$ cat src/rtl/stg_wb_q_if.sv
// Bundle between the MEM stage, the writeback retire queue and the register files.
// master: the side that offers records / drains the queue (MEM + RF control).
// slave : the retire queue itself.
interface stg_wb_q_if #(
  parameter int DATA_W = 24,
  parameter int ADDR_W = 48,
  parameter int GP_AW  = 4,
  parameter int SR_AW  = 2,
  parameter int AR_AW  = 2,
  parameter int DEPTH  = 4,
  parameter int CNT_W  = 32
) ();
  localparam int CNT_BITS = $clog2(DEPTH) + 1;

  // MEM -> queue record handshake
  logic              iw_valid;
  logic              ow_ready;
  logic [ADDR_W-1:0] iw_pc;
  logic [DATA_W-1:0] iw_instr;
  logic              iw_gp_we;
  logic [GP_AW-1:0]  iw_gp_addr;
  logic [DATA_W-1:0] iw_result;
  logic              iw_sr_we;
  logic [SR_AW-1:0]  iw_sr_addr;
  logic [ADDR_W-1:0] iw_sr_result;
  logic              iw_ar_we;
  logic [AR_AW-1:0]  iw_ar_addr;
  logic [ADDR_W-1:0] iw_ar_result;

  // Register-file write ports
  logic              iw_drain_en;
  logic              ow_gp_write_enable;
  logic [GP_AW-1:0]  ow_gp_write_addr;
  logic [DATA_W-1:0] ow_gp_write_data;
  logic              ow_sr_write_enable;
  logic [SR_AW-1:0]  ow_sr_write_addr;
  logic [ADDR_W-1:0] ow_sr_write_data;
  logic              ow_ar_write_enable;
  logic [AR_AW-1:0]  ow_ar_write_addr;
  logic [ADDR_W-1:0] ow_ar_write_data;

  // Retire status
  logic                ow_retire;
  logic [ADDR_W-1:0]   ow_pc;
  logic [DATA_W-1:0]   ow_instr;
  logic [CNT_BITS-1:0] ow_count;
  logic [CNT_W-1:0]    ow_retire_count;

  // GP forwarding lookup
  logic [GP_AW-1:0]  iw_fwd_gp_addr;
  logic              ow_fwd_gp_hit;
  logic [DATA_W-1:0] ow_fwd_gp_data;

  modport master (
    output iw_valid, iw_pc, iw_instr,
    output iw_gp_we, iw_gp_addr, iw_result,
    output iw_sr_we, iw_sr_addr, iw_sr_result,
    output iw_ar_we, iw_ar_addr, iw_ar_result,
    output iw_drain_en, iw_fwd_gp_addr,
    input  ow_ready,
    input  ow_gp_write_enable, ow_gp_write_addr, ow_gp_write_data,
    input  ow_sr_write_enable, ow_sr_write_addr, ow_sr_write_data,
    input  ow_ar_write_enable, ow_ar_write_addr, ow_ar_write_data,
    input  ow_retire, ow_pc, ow_instr, ow_count, ow_retire_count,
    input  ow_fwd_gp_hit, ow_fwd_gp_data
  );

  modport slave (
    input  iw_valid, iw_pc, iw_instr,
    input  iw_gp_we, iw_gp_addr, iw_result,
    input  iw_sr_we, iw_sr_addr, iw_sr_result,
    input  iw_ar_we, iw_ar_addr, iw_ar_result,
    input  iw_drain_en, iw_fwd_gp_addr,
    output ow_ready,
    output ow_gp_write_enable, ow_gp_write_addr, ow_gp_write_data,
    output ow_sr_write_enable, ow_sr_write_addr, ow_sr_write_data,
    output ow_ar_write_enable, ow_ar_write_addr, ow_ar_write_data,
    output ow_retire, ow_pc, ow_instr, ow_count, ow_retire_count,
    output ow_fwd_gp_hit, ow_fwd_gp_data
  );
endinterface

$ cat src/rtl/stg_wb_q.sv
// Writeback retire queue: DEPTH-entry in-order FIFO of MEM records that retires
// at most one record per cycle into the GP/SR/AR register files, with a
// youngest-first GP forwarding lookup over the pending entries.
// The interface instance must be built with the same parameter values.
module stg_wb_q #(
  parameter int DATA_W = 24,
  parameter int ADDR_W = 48,
  parameter int GP_AW  = 4,
  parameter int SR_AW  = 2,
  parameter int AR_AW  = 2,
  parameter int DEPTH  = 4,
  parameter int CNT_W  = 32
) (
  input logic         iw_clk,
  input logic         iw_rst_n,
  stg_wb_q_if.slave   bus
);
  localparam int PTR_W    = $clog2(DEPTH);
  localparam int CNT_BITS = PTR_W + 1;
  localparam logic [CNT_BITS-1:0] FULL_CNT = CNT_BITS'(DEPTH);

  // Record storage; never reset because it is only observable while occupied.
  logic [ADDR_W-1:0] pc_mem       [DEPTH];
  logic [DATA_W-1:0] instr_mem    [DEPTH];
  logic              gp_we_mem    [DEPTH];
  logic [GP_AW-1:0]  gp_addr_mem  [DEPTH];
  logic [DATA_W-1:0] gp_data_mem  [DEPTH];
  logic              sr_we_mem    [DEPTH];
  logic [SR_AW-1:0]  sr_addr_mem  [DEPTH];
  logic [ADDR_W-1:0] sr_data_mem  [DEPTH];
  logic              ar_we_mem    [DEPTH];
  logic [AR_AW-1:0]  ar_addr_mem  [DEPTH];
  logic [ADDR_W-1:0] ar_data_mem  [DEPTH];

  logic [PTR_W-1:0]    head_q, head_d;
  logic [PTR_W-1:0]    tail_q, tail_d;
  logic [CNT_BITS-1:0] count_q, count_d;
  logic [ADDR_W-1:0]   pc_q, pc_d;
  logic [DATA_W-1:0]   instr_q, instr_d;
  logic [CNT_W-1:0]    retire_cnt_q, retire_cnt_d;

  logic              ready;
  logic              push;
  logic              pop;
  logic              fwd_hit;
  logic [DATA_W-1:0] fwd_data;

  // Handshake: ready depends on registered occupancy only, never on drain_en
  always_comb begin
    ready = (count_q != FULL_CNT);
    push  = bus.iw_valid & ready;
    pop   = (count_q != '0) & bus.iw_drain_en;
  end

  // Next-state for pointers, occupancy and the retire history registers
  always_comb begin
    head_d       = head_q;
    tail_d       = tail_q;
    count_d      = count_q;
    pc_d         = pc_q;
    instr_d      = instr_q;
    retire_cnt_d = retire_cnt_q;
    if (push) begin
      tail_d = tail_q + PTR_W'(1);
    end
    if (pop) begin
      head_d       = head_q + PTR_W'(1);
      pc_d         = pc_mem[head_q];
      instr_d      = instr_mem[head_q];
      retire_cnt_d = retire_cnt_q + CNT_W'(1);
    end
    case ({push, pop})
      2'b10:   count_d = count_q + CNT_BITS'(1);
      2'b01:   count_d = count_q - CNT_BITS'(1);
      default: count_d = count_q;
    endcase
  end

  // Control state registers; reset discards every pending record
  always_ff @(posedge iw_clk or negedge iw_rst_n) begin
    if (!iw_rst_n) begin
      head_q       <= '0;
      tail_q       <= '0;
      count_q      <= '0;
      pc_q         <= '0;
      instr_q      <= '0;
      retire_cnt_q <= '0;
    end else begin
      head_q       <= head_d;
      tail_q       <= tail_d;
      count_q      <= count_d;
      pc_q         <= pc_d;
      instr_q      <= instr_d;
      retire_cnt_q <= retire_cnt_d;
    end
  end

  // One write slot per entry: the whole record lands at tail on push
  for (genvar gi = 0; gi < DEPTH; gi++) begin : g_entry
    always_ff @(posedge iw_clk) begin
      if (push && (tail_q == PTR_W'(gi))) begin
        pc_mem[gi]      <= bus.iw_pc;
        instr_mem[gi]   <= bus.iw_instr;
        gp_we_mem[gi]   <= bus.iw_gp_we;
        gp_addr_mem[gi] <= bus.iw_gp_addr;
        gp_data_mem[gi] <= bus.iw_result;
        sr_we_mem[gi]   <= bus.iw_sr_we;
        sr_addr_mem[gi] <= bus.iw_sr_addr;
        sr_data_mem[gi] <= bus.iw_sr_result;
        ar_we_mem[gi]   <= bus.iw_ar_we;
        ar_addr_mem[gi] <= bus.iw_ar_addr;
        ar_data_mem[gi] <= bus.iw_ar_result;
      end
    end
  end

  // Forwarding: walk occupied entries oldest to youngest so the last match wins
  always_comb begin
    logic [PTR_W-1:0] slot;
    fwd_hit  = 1'b0;
    fwd_data = '0;
    slot     = head_q;
    for (int i = 0; i < DEPTH; i++) begin
      slot = head_q + PTR_W'(i);
      if ((CNT_BITS'(i) < count_q) && gp_we_mem[slot] &&
          (gp_addr_mem[slot] == bus.iw_fwd_gp_addr)) begin
        fwd_hit  = 1'b1;
        fwd_data = gp_data_mem[slot];
      end
    end
  end

  // Output drive: head entry feeds the write ports, enables gated by pop
  always_comb begin
    bus.ow_ready           = ready;
    bus.ow_gp_write_enable = gp_we_mem[head_q] & pop;
    bus.ow_gp_write_addr   = gp_addr_mem[head_q];
    bus.ow_gp_write_data   = gp_data_mem[head_q];
    bus.ow_sr_write_enable = sr_we_mem[head_q] & pop;
    bus.ow_sr_write_addr   = sr_addr_mem[head_q];
    bus.ow_sr_write_data   = sr_data_mem[head_q];
    bus.ow_ar_write_enable = ar_we_mem[head_q] & pop;
    bus.ow_ar_write_addr   = ar_addr_mem[head_q];
    bus.ow_ar_write_data   = ar_data_mem[head_q];
    bus.ow_retire          = pop;
    bus.ow_pc              = pc_q;
    bus.ow_instr           = instr_q;
    bus.ow_count           = count_q;
    bus.ow_retire_count    = retire_cnt_q;
    bus.ow_fwd_gp_hit      = fwd_hit;
    bus.ow_fwd_gp_data     = fwd_data;
  end
endmodule

$ cat src/flat_wrapper.sv
// flat-port wrapper written by rule: the top's interface ports become plain ports
module stg_wb_q_flat 
#(
  parameter int DATA_W = 24,
  parameter int ADDR_W = 48,
  parameter int GP_AW  = 4,
  parameter int SR_AW  = 2,
  parameter int AR_AW  = 2,
  parameter int DEPTH  = 4,
  parameter int CNT_W  = 32
)
  (iw_clk, iw_rst_n, bus_iw_valid, bus_iw_pc, bus_iw_instr, bus_iw_gp_we, bus_iw_gp_addr, bus_iw_result, bus_iw_sr_we, bus_iw_sr_addr, bus_iw_sr_result, bus_iw_ar_we, bus_iw_ar_addr, bus_iw_ar_result, bus_iw_drain_en, bus_iw_fwd_gp_addr, bus_ow_ready, bus_ow_gp_write_enable, bus_ow_gp_write_addr, bus_ow_gp_write_data, bus_ow_sr_write_enable, bus_ow_sr_write_addr, bus_ow_sr_write_data, bus_ow_ar_write_enable, bus_ow_ar_write_addr, bus_ow_ar_write_data, bus_ow_retire, bus_ow_pc, bus_ow_instr, bus_ow_count, bus_ow_retire_count, bus_ow_fwd_gp_hit, bus_ow_fwd_gp_data);
  stg_wb_q_if #(.DATA_W(DATA_W), .ADDR_W(ADDR_W), .GP_AW(GP_AW), .SR_AW(SR_AW), .AR_AW(AR_AW), .DEPTH(DEPTH), .CNT_W(CNT_W)) bus_i ();
  input logic iw_clk;
  input logic iw_rst_n;
  input wire logic [$bits(bus_i.iw_valid)-1:0] bus_iw_valid;
  input wire logic [$bits(bus_i.iw_pc)-1:0] bus_iw_pc;
  input wire logic [$bits(bus_i.iw_instr)-1:0] bus_iw_instr;
  input wire logic [$bits(bus_i.iw_gp_we)-1:0] bus_iw_gp_we;
  input wire logic [$bits(bus_i.iw_gp_addr)-1:0] bus_iw_gp_addr;
  input wire logic [$bits(bus_i.iw_result)-1:0] bus_iw_result;
  input wire logic [$bits(bus_i.iw_sr_we)-1:0] bus_iw_sr_we;
  input wire logic [$bits(bus_i.iw_sr_addr)-1:0] bus_iw_sr_addr;
  input wire logic [$bits(bus_i.iw_sr_result)-1:0] bus_iw_sr_result;
  input wire logic [$bits(bus_i.iw_ar_we)-1:0] bus_iw_ar_we;
  input wire logic [$bits(bus_i.iw_ar_addr)-1:0] bus_iw_ar_addr;
  input wire logic [$bits(bus_i.iw_ar_result)-1:0] bus_iw_ar_result;
  input wire logic [$bits(bus_i.iw_drain_en)-1:0] bus_iw_drain_en;
  input wire logic [$bits(bus_i.iw_fwd_gp_addr)-1:0] bus_iw_fwd_gp_addr;
  output wire logic [$bits(bus_i.ow_ready)-1:0] bus_ow_ready;
  output wire logic [$bits(bus_i.ow_gp_write_enable)-1:0] bus_ow_gp_write_enable;
  output wire logic [$bits(bus_i.ow_gp_write_addr)-1:0] bus_ow_gp_write_addr;
  output wire logic [$bits(bus_i.ow_gp_write_data)-1:0] bus_ow_gp_write_data;
  output wire logic [$bits(bus_i.ow_sr_write_enable)-1:0] bus_ow_sr_write_enable;
  output wire logic [$bits(bus_i.ow_sr_write_addr)-1:0] bus_ow_sr_write_addr;
  output wire logic [$bits(bus_i.ow_sr_write_data)-1:0] bus_ow_sr_write_data;
  output wire logic [$bits(bus_i.ow_ar_write_enable)-1:0] bus_ow_ar_write_enable;
  output wire logic [$bits(bus_i.ow_ar_write_addr)-1:0] bus_ow_ar_write_addr;
  output wire logic [$bits(bus_i.ow_ar_write_data)-1:0] bus_ow_ar_write_data;
  output wire logic [$bits(bus_i.ow_retire)-1:0] bus_ow_retire;
  output wire logic [$bits(bus_i.ow_pc)-1:0] bus_ow_pc;
  output wire logic [$bits(bus_i.ow_instr)-1:0] bus_ow_instr;
  output wire logic [$bits(bus_i.ow_count)-1:0] bus_ow_count;
  output wire logic [$bits(bus_i.ow_retire_count)-1:0] bus_ow_retire_count;
  output wire logic [$bits(bus_i.ow_fwd_gp_hit)-1:0] bus_ow_fwd_gp_hit;
  output wire logic [$bits(bus_i.ow_fwd_gp_data)-1:0] bus_ow_fwd_gp_data;
  assign bus_i.iw_valid = bus_iw_valid;
  assign bus_i.iw_pc = bus_iw_pc;
  assign bus_i.iw_instr = bus_iw_instr;
  assign bus_i.iw_gp_we = bus_iw_gp_we;
  assign bus_i.iw_gp_addr = bus_iw_gp_addr;
  assign bus_i.iw_result = bus_iw_result;
  assign bus_i.iw_sr_we = bus_iw_sr_we;
  assign bus_i.iw_sr_addr = bus_iw_sr_addr;
  assign bus_i.iw_sr_result = bus_iw_sr_result;
  assign bus_i.iw_ar_we = bus_iw_ar_we;
  assign bus_i.iw_ar_addr = bus_iw_ar_addr;
  assign bus_i.iw_ar_result = bus_iw_ar_result;
  assign bus_i.iw_drain_en = bus_iw_drain_en;
  assign bus_i.iw_fwd_gp_addr = bus_iw_fwd_gp_addr;
  assign bus_ow_ready = bus_i.ow_ready;
  assign bus_ow_gp_write_enable = bus_i.ow_gp_write_enable;
  assign bus_ow_gp_write_addr = bus_i.ow_gp_write_addr;
  assign bus_ow_gp_write_data = bus_i.ow_gp_write_data;
  assign bus_ow_sr_write_enable = bus_i.ow_sr_write_enable;
  assign bus_ow_sr_write_addr = bus_i.ow_sr_write_addr;
  assign bus_ow_sr_write_data = bus_i.ow_sr_write_data;
  assign bus_ow_ar_write_enable = bus_i.ow_ar_write_enable;
  assign bus_ow_ar_write_addr = bus_i.ow_ar_write_addr;
  assign bus_ow_ar_write_data = bus_i.ow_ar_write_data;
  assign bus_ow_retire = bus_i.ow_retire;
  assign bus_ow_pc = bus_i.ow_pc;
  assign bus_ow_instr = bus_i.ow_instr;
  assign bus_ow_count = bus_i.ow_count;
  assign bus_ow_retire_count = bus_i.ow_retire_count;
  assign bus_ow_fwd_gp_hit = bus_i.ow_fwd_gp_hit;
  assign bus_ow_fwd_gp_data = bus_i.ow_fwd_gp_data;
  stg_wb_q #(.DATA_W(DATA_W), .ADDR_W(ADDR_W), .GP_AW(GP_AW), .SR_AW(SR_AW), .AR_AW(AR_AW), .DEPTH(DEPTH), .CNT_W(CNT_W)) u_core (.iw_clk(iw_clk), .iw_rst_n(iw_rst_n), .bus(bus_i));
endmodule
$ cat config.mk
export PLATFORM = sky130hd
export DESIGN_NAME = stg_wb_q_flat
export DESIGN_NICKNAME = d
export VERILOG_FILES = /design/src/rtl/stg_wb_q_if.sv /design/src/rtl/stg_wb_q.sv /design/src/flat_wrapper.sv
export SDC_FILE = /design/constraint.sdc
export NUM_CORES = 1
export LEC_CHECK = 0
export BUFFER_PORTS_ARGS = -buffer_cell sky130_fd_sc_hd__buf_2
export CAP_MARGIN = 20
export CORE_MARGIN = 8
export CORE_UTILIZATION = 45
export DETAILED_ROUTE_END_ITERATION = 16
export HOLD_SLACK_MARGIN = 0.05
export PLACE_DENSITY = 0.78
export SYNTH_ARGS = -nofsm -noshare
export SYNTH_HDL_FRONTEND = slang
export SYNTH_SLANG_ARGS = --single-unit
$ cat constraint.sdc
create_clock -name iw_clk -period 6.2 [get_ports iw_clk]
set_input_delay 0 -clock iw_clk [delete_from_list [all_inputs] [get_ports iw_clk]]
set_output_delay 0 -clock iw_clk [all_outputs]
set_load 0.05 [all_outputs]
# == Word-level counts from Yosys, hierarchy flattened ==
# Memories as Yosys holds them, arrays and structs flattened. A register that Yosys moved wholly into a read port is not among the register bits.
# Index checks and enable logic that the tools add are counted.
# word_totals
out_inout_bits,265
mem_bits_ro,0
latchBits,0
memories,11
elab_cells,207
register_bits,39
mem_bits_rw,812
# op_classes
div,0
add_sub_neg,7
magnitude_cmp,4
eq_ne,10
shifts,0
n_bitwise,5
mux,116
mul,0
n_reduce_logical,50
# mem_list
memory,words,width,read_ports,rd_clocked_by_memory_dff,wr,line_no,text
u_core.ar_data_mem,4,48,1,0,1,stg_wb_q.sv:33,logic [ADDR_W-1:0] ar_data_mem [DEPTH];
u_core.pc_mem,4,48,1,1,1,stg_wb_q.sv:23,logic [ADDR_W-1:0] pc_mem [DEPTH];
u_core.sr_data_mem,4,48,1,0,1,stg_wb_q.sv:30,logic [ADDR_W-1:0] sr_data_mem [DEPTH];
u_core.gp_data_mem,4,24,4,0,1,stg_wb_q.sv:27,logic [DATA_W-1:0] gp_data_mem [DEPTH];
u_core.instr_mem,4,24,1,1,1,stg_wb_q.sv:24,logic [DATA_W-1:0] instr_mem [DEPTH];
u_core.gp_addr_mem,4,4,4,0,1,stg_wb_q.sv:26,logic [GP_AW-1:0] gp_addr_mem [DEPTH];
5 more memories,-,-,-,-,-,-,
# ops
cell,count
$mux 48,9
$reduce_or 48->1,9
$mux 24,10
$reduce_or 24->1,6
$mux 2,39
$mux 1,54
$add 32x1->32 const B,1
$eq 4x4->1,4
$logic_and 1x1->1,12
$mux 4,3
$reduce_or 2->1,6
$reduce_or 4->1,3
$reduce_or 1->1,9
$eq 2x2->1 const B,3
$lt 1x3->1 const A,2
$lt 2x3->1 const A,2
$pmux 3 s2,1
$and 1x1->1,5
$add 2x1->2 const B,2
$add 2x2->2 const B,2
$eq 2x1->1 const B,2
$add 3x1->3 const B,1
$ne 3x3->1 const B,1
$reduce_bool 3->1,1
other kinds (4),5

# == Depth between registers and ports, before layout ==
# Gate-level depths: netlist (run 1).
# depth
ltp_word,9
depth_mapped,11

# == Worst setup path after synthesis (run 1) ==
# OpenSTA, ideal clock, no wires.
# synth_timing
kind,register -> register
startpoint,"register u_core.count_q[0], in the netlist u_core.bus.ow_count[0]"
endpoint,"memory u_core.ar_addr_mem[0][0], enable pin"
setup_ns,0.590
path_slack_ns,-0.707
arrival_ns,6.316
stages_incl_launch_ff,5
synth_period_minus_slack_ns,6.907
path_cell_list,dfrtp_1 > inv_1 > ha_1 > nand2_1 > and3_1
# synth_between
elab_chain_cells,9
# synth_rtl
item,line_no,text
start: declaration,stg_wb_q.sv:37,"logic [CNT_BITS-1:0] count_q, count_d;"
start signal: assignment,stg_wb_q.sv:91,count_q <= count_d;
$ne 3x3->1 *,stg_wb_q.sv:50,ready = (count_q != FULL_CNT);
named net bus_ow_ready,flat_wrapper.sv:30,output wire logic [$bits(bus_i.ow_ready)-1:0] bus_ow_ready;
$and 1x1->1 *,stg_wb_q.sv:51,push = bus.iw_valid & ready;
$logic_and 1x1->1,stg_wb_q.sv:101,if (push && (tail_q == PTR_W'(gi))) begin
$mux 1,stg_wb_q.sv:101,
$mux 1 (implied by the code),stg_wb_q.sv:111,ar_addr_mem[gi] <= bus.iw_ar_addr;
$reduce_or 2->1 (no line),-,
$mux 2 (no line) or $mux 1 (tied branches) (3 in series),-,
end: declaration,stg_wb_q.sv:32,logic [AR_AW-1:0] ar_addr_mem [DEPTH];
# Mark *: on every way through the listed nets, which the timed path passes. The rest lies on a longest branch.

# == Worst setup path after layout (run 1) ==
# layout_timing
startpoint,register u_core.head_q[1]
endpoint,output bus_ow_fwd_gp_data[9]
# layout_between
elab_chain_cells,7
# layout_rtl
item,line_no,text
start: declaration,stg_wb_q.sv:35,"logic [PTR_W-1:0] head_q, head_d;"
start signal: assignment,stg_wb_q.sv:82,head_q <= '0;
start signal: assignment,stg_wb_q.sv:89,head_q <= head_d;
"$add 2x1->2, or another cell as far along",stg_wb_q.sv:124,slot = head_q + PTR_W'(i);
"$mem_v2 4x4, or another cell as far along",-,
$eq 4x4->1 or $logic_and 1x1->1 (tied branches),"stg_wb_q.sv:126, stg_wb_q.sv:125",
$logic_and 1x1->1 or $mux 24 (tied branches),stg_wb_q.sv:125,if ((CNT_BITS'(i) < count_q) && gp_we_mem[slot] &&
$mux 24 (2 in series),stg_wb_q.sv:125,
$mux 24 *,stg_wb_q.sv:125,
end: declaration,flat_wrapper.sv:46,output wire logic [$bits(bus_i.ow_fwd_gp_data)-1:0] bus_ow_fwd_gp_data;
# Every way passes the cells marked *; elsewhere a longest branch is shown, timed or not.

==> results of run 1 <==
-- logic make-up after synthesis --
kind of cell    share of synthesized area (%)
buf+inv                                  1.62
compound gates                           2.89
simple gates                             4.41
xor+xnor                                 1.34
mux                                      15.4
flops                                    74.0
fa+ha+maj                               0.341
-- what timing repair did --
| action | CTS | global route |
|---|---|---|
| hold endpoints to repair | 874 | 0 |
| hold buffers | 236 | 0 |
| buffers inserted | 0 | 0 |
| setup endpoints to repair | 0 | 0 |
-- cell type report --
type                       instances  area (sq um)
timing repair buffer             740          5070
clock buffer                     111          2440
clock inverter                    60           790
multi-input combinational        918          9000
fill                            5884         34800
sequential                       923         27200
tap                             1060          1330
antenna                           12          30.0
inverter                          13          50.0
-- sequential cells by signal, summed over array words and instances, names as in the netlist --
signal,cells
u_core.ar_data_mem,192
u_core.pc_mem,192
u_core.sr_data_mem,192
u_core.gp_data_mem,96
u_core.instr_mem,96
u_core.bus.ow_pc,48
u_core.bus.ow_retire_count,32
u_core.bus.ow_instr,24
u_core.gp_addr_mem,16
u_core.ar_addr_mem,8
u_core.sr_addr_mem,8
u_core.ar_we_mem,4
u_core.gp_we_mem,4
u_core.sr_we_mem,4
u_core.bus.ow_count,3
u_core.head_q,2
u_core.tail_q,2
-- synth_stat cells, types with 23 or more instances --
library cell | count | area, sq um
edfxtp_1 | 812 | 24400
nand2_1 | 254 | 953
clkbuf_1 | 35 | 131
nand3_1 | 23 | 115
mux2_2 | 47 | 529
and3_1 | 24 | 150
a31oi_1 | 30 | 188
nor2_1 | 33 | 124
mux2i_1 | 85 | 851
mux4_2 | 190 | 4280
dfrtp_1 | 111 | 2780
buf_2 | 55 | 275
xnor2_1 | 40 | 350
-- metal layers --
layer | wire (um) | vias up
met3 | 8460 | 167
li1 | - | 9287
met4 | 2300 | 2
met1 | 34500 | 11127
met2 | 47300 | 998
met5 | 12 | -
-- power breakdown --
part           internal, mW  switching (mW)  leakage [nW]  total, mW
sequential             8.24           0.608          8.82       8.84
combinational          3.06            7.20          6.47       10.3
clock                  3.39            2.41          1.57       5.80
total                  14.7            10.2          16.9       24.9
-- critical path, stage by stage, from the launching register on --
cell	delay, ns
dfrtp_4	0.77
buf_4	0.69
mux4_2	0.42
xnor2_1	0.14
nand4_1	0.16
or2_1	0.89
nand2_1	0.96
o22ai_1	0.60
buf_2	0.36
-- how the worst min path moves through the flow --
stage | end | from | slack, ns | cells past startpoint
CTS | u_core.ar_addr_mem[1][1]$_DFFE_PP_ | bus_iw_ar_addr[1] | 0.05 | 2
finish | u_core.pc_mem[3][23]$_DFFE_PP_ | bus_iw_pc[23] | 0.09 | 2
global placement | u_core.bus.ow_pc[23]$_DFFE_PN0P_ | iw_rst_n | 0.09 | 1
global route | u_core.pc_mem[3][23]$_DFFE_PP_ | bus_iw_pc[23] | 0.05 | 2
floorplan | u_core.bus.ow_count[0]$_DFFE_PN0P_ | iw_rst_n | -0.30 | 0
detailed placement | u_core.bus.ow_pc[23]$_DFFE_PN0P_ | iw_rst_n | 0.1 | 1
==> results.py, run 1 <==
metrics = {
    "die": {
        "die_w_um": 302,
        "initial_utilization_pct": 45.5,
        "rows": 104,
        "ioPinCount": 476,
        "core_sq_um": 80700,
        "fp.dieArea_sq_um": 91000,
        "die_y_um": 302,
    },
    "place": {
        "dp_hpwl_um": 54800,
        "postPlaceCellArea_sq_um": 40200,
        "gp_congestion": 0.821,
        "place_ws_ns": 1.31,
        "dp.cells": 3416,
        "io_buffers": 475,
    },
    "worst_hold_path": {
        "hp-class": "in2reg",
    },
    "worst_setup_path": {
        "r2r_cells": 5,
        "cp-endpoint": "bus_ow_fwd_gp_data[9]",
        "cp_data_arrival_time_ns": 5.59,
        "rrSetupSlack_ns": 2.48,
        "reg2reg_from": "u_core.head_q[0]$_DFFE_PN0P_",
        "startpoint": "u_core.head_q[1]$_DFFE_PN0P_",
        "worstSetupPathType": "reg2out",
        "r2r-end": "u_core.bus.ow_pc[47]$_DFFE_PN0P_",
        "cp_max_fo": 50,
        "endpoint_kind": "output pin",
        "startpoint_type": "flip-flop",
        "cp.required_ns": 6.20,
    },
    "outcome": {
        "outcome": "complete, no violations",
    },
    "timing": {
        "max_freq_ghz": 0.179,
        "hold_violations": 0,
        "worst_slew_pin_slew_ns": 1.15,
        "timing.slew.headroom_pct": 23.3,
        "clock_skew_ns": 0.0862,
        "tns_ns": 0,
        "whs_ns": 0.0852,
        "finalSetupViolations": 0,
        "fin_crit_sh_pct": 90.1,
        "maxSlewViolCount": 0,
        "fin_crit_ns": 5.59,
        "rsz0062_at_grt": "false",
        "finalWorstSetupSlack_ns": 0.613,
    },
    "clock_network": {
        "clkSlewWorstSetupHoldPaths_ns": 0.06,
        "clk_latency_ns": 0.67,
        "numCtsBuffers": 93,
        "cts_root_buf": "clkbuf_16",
        "cts_resized": 0,
        "htreeDepth": 3,
        "tritoncts": "built",
        "clock-sinks": 923,
        "clk_path_buf_depth": 3,
    },
    "global_route": {
        "use_met3_pct": 6.16,
        "grt_overflow": 0,
        "grt_pass1_wl_um": 139000,
        "grt.total_usage_pct": 19.8,
        "grt_util_met2_pct": 34.3,
        "grt_max_degree": 105,
        "use_met1_pct": 23.8,
        "antenna_found_initial": 11,
        "grt_pass1_vias": 22732,
        "gr-max-usage-layer": "met2",
    },
    "logic_synthesis": {
        "synth.avg_cell_area_sq_um": 18.6,
        "synth_cells": 1969,
        "yosys_warnings": 0,
        "async_flop_share_pct": 12.0,
        "syn_nets": 2190,
        "ys_types": 51,
        "ys.flop_type": "edfxtp_1",
        "synth-seq-cells": 923,
        "yosysSeqAreaShare_pct": 74.0,
        "synth_edf_count": 812,
        "syn_area_sq_um": 36700,
    },
    "layout": {
        "drive_above_1_share_pct": 32.5,
        "syn2layout_area_growth_pct": 24.9,
        "layout_common_cells": "812 x edfxtp_1, 474 x buf_2, 254 x nand2_1",
        "finalNetCount": 2910,
        "fin_area_sq_um": 45900,
        "post-route-util_pct": 56.9,
        "final_cells": 3837,
        "layout_commonest_cell": "edfxtp_1",
    },
    "power_and_ir_drop": {
        "ir_drop_mv": 0.476,
        "power.leakage_nw": 16.9,
        "power_density_nw_per_um2": 543,
        "total_power_mw": 24.9,
    },
    "routing": {
        "vias_per_cell": 5.62,
        "firstDrtPassIters": 5,
        "drc": 0,
        "antenna_left": 0,
        "drt_wl_total_um": 92500,
        "wire_per_inst_um": 24.1,
        "drt-initial-drc-count": 1715,
        "num_vias": 21581,
    },
    "run": {
        "drv_cap": 0,
    },
}
No activity file was read; power rests on OpenSTA's default activity.
==> run 2: changes to the inputs <==
--- a/config.mk
+++ b/config.mk
@@ -5,13 +5,14 @@
 export SDC_FILE = /design/constraint.sdc
 export NUM_CORES = 1
 export LEC_CHECK = 0
+export ABC_AREA = 1
 export BUFFER_PORTS_ARGS = -buffer_cell sky130_fd_sc_hd__buf_2
 export CAP_MARGIN = 20
 export CORE_MARGIN = 8
 export CORE_UTILIZATION = 45
 export DETAILED_ROUTE_END_ITERATION = 16
 export HOLD_SLACK_MARGIN = 0.05
-export PLACE_DENSITY = 0.78
+export PLACE_DENSITY = 0.67
 export SYNTH_ARGS = -nofsm -noshare
 export SYNTH_HDL_FRONTEND = slang
 export SYNTH_SLANG_ARGS = --single-unit
==> run 2 against run 1 <==
Effect of this change:
- flip-flop and latch count is the same
- clock skew decreased by 0.00064 ns
- clock-buffer cell count up 13
- cell count increased by 21%
- combinational power is 7% higher
- final area shrank 0.64%
- critical path depth up 3
- largest power group unchanged
==> results.py, run 2 <==
metrics = {
    "timing": {
        "rsz0062_at_grt": "false",
        "hold_violations": 0,
        "clock_skew_ns": 0.0856,
        "max_freq_ghz": 0.199,
        "worst_slew_pin_slew_ns": 1.13,
        "maxSlewViolCount": 0,
        "finalWorstSetupSlack_ns": 1.19,
        "timing.slew.headroom_pct": 24.8,
        "fin_crit_ns": 5.01,
        "finalSetupViolations": 0,
        "fin_crit_sh_pct": 80.9,
    },
    "global_route": {
        "grt_pass1_wl_um": 149000,
        "grt.total_usage_pct": 21.0,
        "antenna_found_initial": 16,
        "grt_overflow": 0,
        "grt_max_degree": 160,
        "grt_pass1_vias": 25058,
    },
    "clock_network": {
        "clk_latency_ns": 0.68,
        "tritoncts": "built",
        "htreeDepth": 3,
        "cts_root_buf": "clkbuf_16",
        "clk_path_buf_depth": 3,
        "clkSlewWorstSetupHoldPaths_ns": 0.06,
        "cts_resized": 0,
        "numCtsBuffers": 93,
        "clock-sinks": 923,
    },
    "routing": {
        "firstDrtPassIters": 7,
        "drt-initial-drc-count": 2008,
        "wire_per_inst_um": 21.4,
        "drt_wl_total_um": 99100,
        "drc": 0,
        "antenna_left": 0,
        "num_vias": 25032,
        "vias_per_cell": 5.41,
    },
    "logic_synthesis": {
        "yosysSeqAreaShare_pct": 74.1,
        "yosys_warnings": 0,
        "synth-seq-cells": 923,
        "post-synth-top-count-cell": "edfxtp_1",
        "syn_nets": 3020,
        "yosys.area.top_type_share_pct": 66.5,
        "ys_types": 42,
        "synth_commonest_cells": "812 x edfxtp_1, 596 x nand2_1, 263 x a22oi_1",
        "synth_area_leaders": "edfxtp_1 67%, dfrtp_1 7.6%, nand2_1 6.1%",
        "async_flop_share_pct": 12.0,
        "ys.flop_type": "edfxtp_1",
        "synth_edf_count": 812,
        "syn_area_sq_um": 36600,
        "synth.avg_cell_area_sq_um": 13.1,
        "yosysTopAreaCell": "edfxtp_1",
        "synth_cells": 2799,
    },
    "place": {
        "io_buffers": 475,
        "gp_congestion": 0.905,
        "place_ws_ns": 1.83,
        "dp_hpwl_um": 57600,
    },
    "power_and_ir_drop": {
        "ir_drop_mv": 0.529,
        "power_density_nw_per_um2": 558,
        "power.leakage_nw": 17.3,
    },
    "worst_setup_path": {
        "crit_path_top_delay_cell": "dfrtp_2",
        "rrSetupSlack_ns": 2.82,
        "reg2reg_from": "u_core.head_q[1]$_DFFE_PN0P_",
        "cp_top_family": "simple AND/OR/NAND/NOR gates",
        "startpoint_type": "flip-flop",
        "cp_max_fo": 66,
        "cp.required_ns": 6.20,
        "crit_buf_inv": 2,
        "cp_common_cell": "nand2_1",
        "path_cells": "inv_4, nand2_2, nand2_2, nand2_1, o211ai_1, nand2_1, nand3_4, nand2_1, nand3_1, a21oi_1, buf_2",
        "worstSetupPathType": "reg2out",
        "r2r-end": "u_core.bus.ow_instr[2]$_DFFE_PN0P_",
        "cp_data_arrival_time_ns": 5.01,
        "slowest_delay_ns": 1.05,
        "endpoint_kind": "output pin",
        "r2r_cells": 6,
    },
    "layout": {
        "post-route-util_pct": 56.6,
        "n_fill_cell": 6348,
        "finalNetCount": 3693,
        "layout_commonest_cell": "edfxtp_1",
        "syn2layout_area_growth_pct": 24.4,
        "drive_above_1_share_pct": 19.0,
        "layout_common_cells": "812 x edfxtp_1, 596 x nand2_1, 474 x buf_2",
        "biggestRegsByFlops": "u_core.ar_data_mem: 192 flops, u_core.pc_mem: 192 flops, u_core.sr_data_mem: 192 flops",
    },
    "die": {
        "core_sq_um": 80500,
        "rows": 104,
        "die_w_um": 301,
        "fp.dieArea_sq_um": 90800,
        "ioPinCount": 476,
        "die_y_um": 301,
        "initial_utilization_pct": 45.5,
    },
    "outcome": {
        "outcome": "complete, no violations",
    },
    "worst_hold_path": {
        "worstHoldEndpoint": "u_core.ar_data_mem[2][38]$_DFFE_PP_",
        "hp-class": "in2reg",
        "min_from": "bus_iw_ar_result[38]",
        "min_path_cells": 2,
    },
    "run": {
        "drv_cap": 0,
    },
}
-- run 2: changes by cell type in the layout (fill, tap and decap cells not counted), sizes merged, moves of 23 or more --
cell and change:
inv +121, a41oi +51, o21ai +179, and3 -23, mux2 -47, a22oi +263
nand2 +348, xnor2 -24, nor2 +150, nand3 +76, mux2i -83, mux4 -190
nand4 +46
-- run 2: area by class of cell --
class | instances | area (sq um) | area share [%]
Antenna cell | 12 | 30.0 | 0.0659
Clock buffer | 124 | 2540 | 5.58
Clock inverter | 51 | 607 | 1.33
Inverter | 134 | 536 | 1.17
Multi-Input combinational cell | 1575 | 8220 | 18.0
Sequential cell | 923 | 27200 | 59.6
Tap cell | 1060 | 1330 | 2.91
Timing Repair Buffer | 745 | 5150 | 11.3
-- run 2: worst max path at each step --
| stage | start | to | slack (ns) | cells after the start |
|---|---|---|---|---|
| 6_report | u_core.head_q[1]$_DFFE_PN0P_ | bus_ow_fwd_gp_data[19] | 1.19 | 11 |
| 5_1_grt | u_core.head_q[1]$_DFFE_PN0P_ | bus_ow_fwd_gp_data[17] | 0.92 | 11 |
| 4_1_cts | u_core.head_q[1]$_DFFE_PN0P_ | bus_ow_fwd_gp_data[19] | 1.16 | 11 |
| 3_5_place_dp | u_core.head_q[1]$_DFFE_PN0P_ | bus_ow_fwd_gp_data[19] | 1.83 | 11 |
| 3_3_place_gp | u_core.head_q[1]$_DFFE_PN0P_ | bus_ow_fwd_gp_data[9] | 1.93 | 11 |
| 2_1_floorplan | u_core.bus.ow_count[0]$_DFFE_PN0P_ | u_core.ar_addr_mem[0][0]$_DFFE_PP_ | -1.36 | 5 |
-- run 2: cell families after synthesis --
kind of cell	share of synthesized area (%)
AOI/OAI and AO/OA	10.2
xor gates and xnor gates	0.929
adders and majority gates	0.341
buffers and inverters	3.52
DFF	74.1
muxes	0.0854
and+or+nand+nor	10.8
-- run 2: metal layers --
layer	GRT usage (%)	part of all wire, %	vias up	wire, um
met1	26.3	39	12188	38600
met2	34.4	48	1020	47300
met3	6.96	10	187	9870
met5	0	0.034	-	34
li1	-	-	11631	-
met4	7.11	3.3	6	3300
-- run 2: report_power, final --
part	total [mW]	internal [mW]	switching [mW]
clock network	5.66	3.26	2.40
registers	8.75	8.25	0.501
logic	11.0	2.37	8.68
-- run 2: what timing repair did --
| action | CTS | global route |
|---|---|---|
| endpoints found under the hold margin | 890 | 0 |
| hold buffers | 242 | 0 |
| endpoints found under the setup margin | 0 | 0 |
| setup buffers | 0 | 0 |
-- run 2: per-stage QoR --
step	TNS, ns	hold WS [ns]	cells	total power, mW	instance area, sq um
6_report	0	0.0817	4624	25.5	45600
5_1_grt	0	0.0618	4622	26.7	45600
4_1_cts	0	0.0506	4610	25.5	45500
3_5_place_dp	0	0.155	4193	19.8	39900
3_3_place_gp	0	0.161	4193	19.6	39900
2_1_floorplan	-1104.47	-0.296	2799	16.8	36700
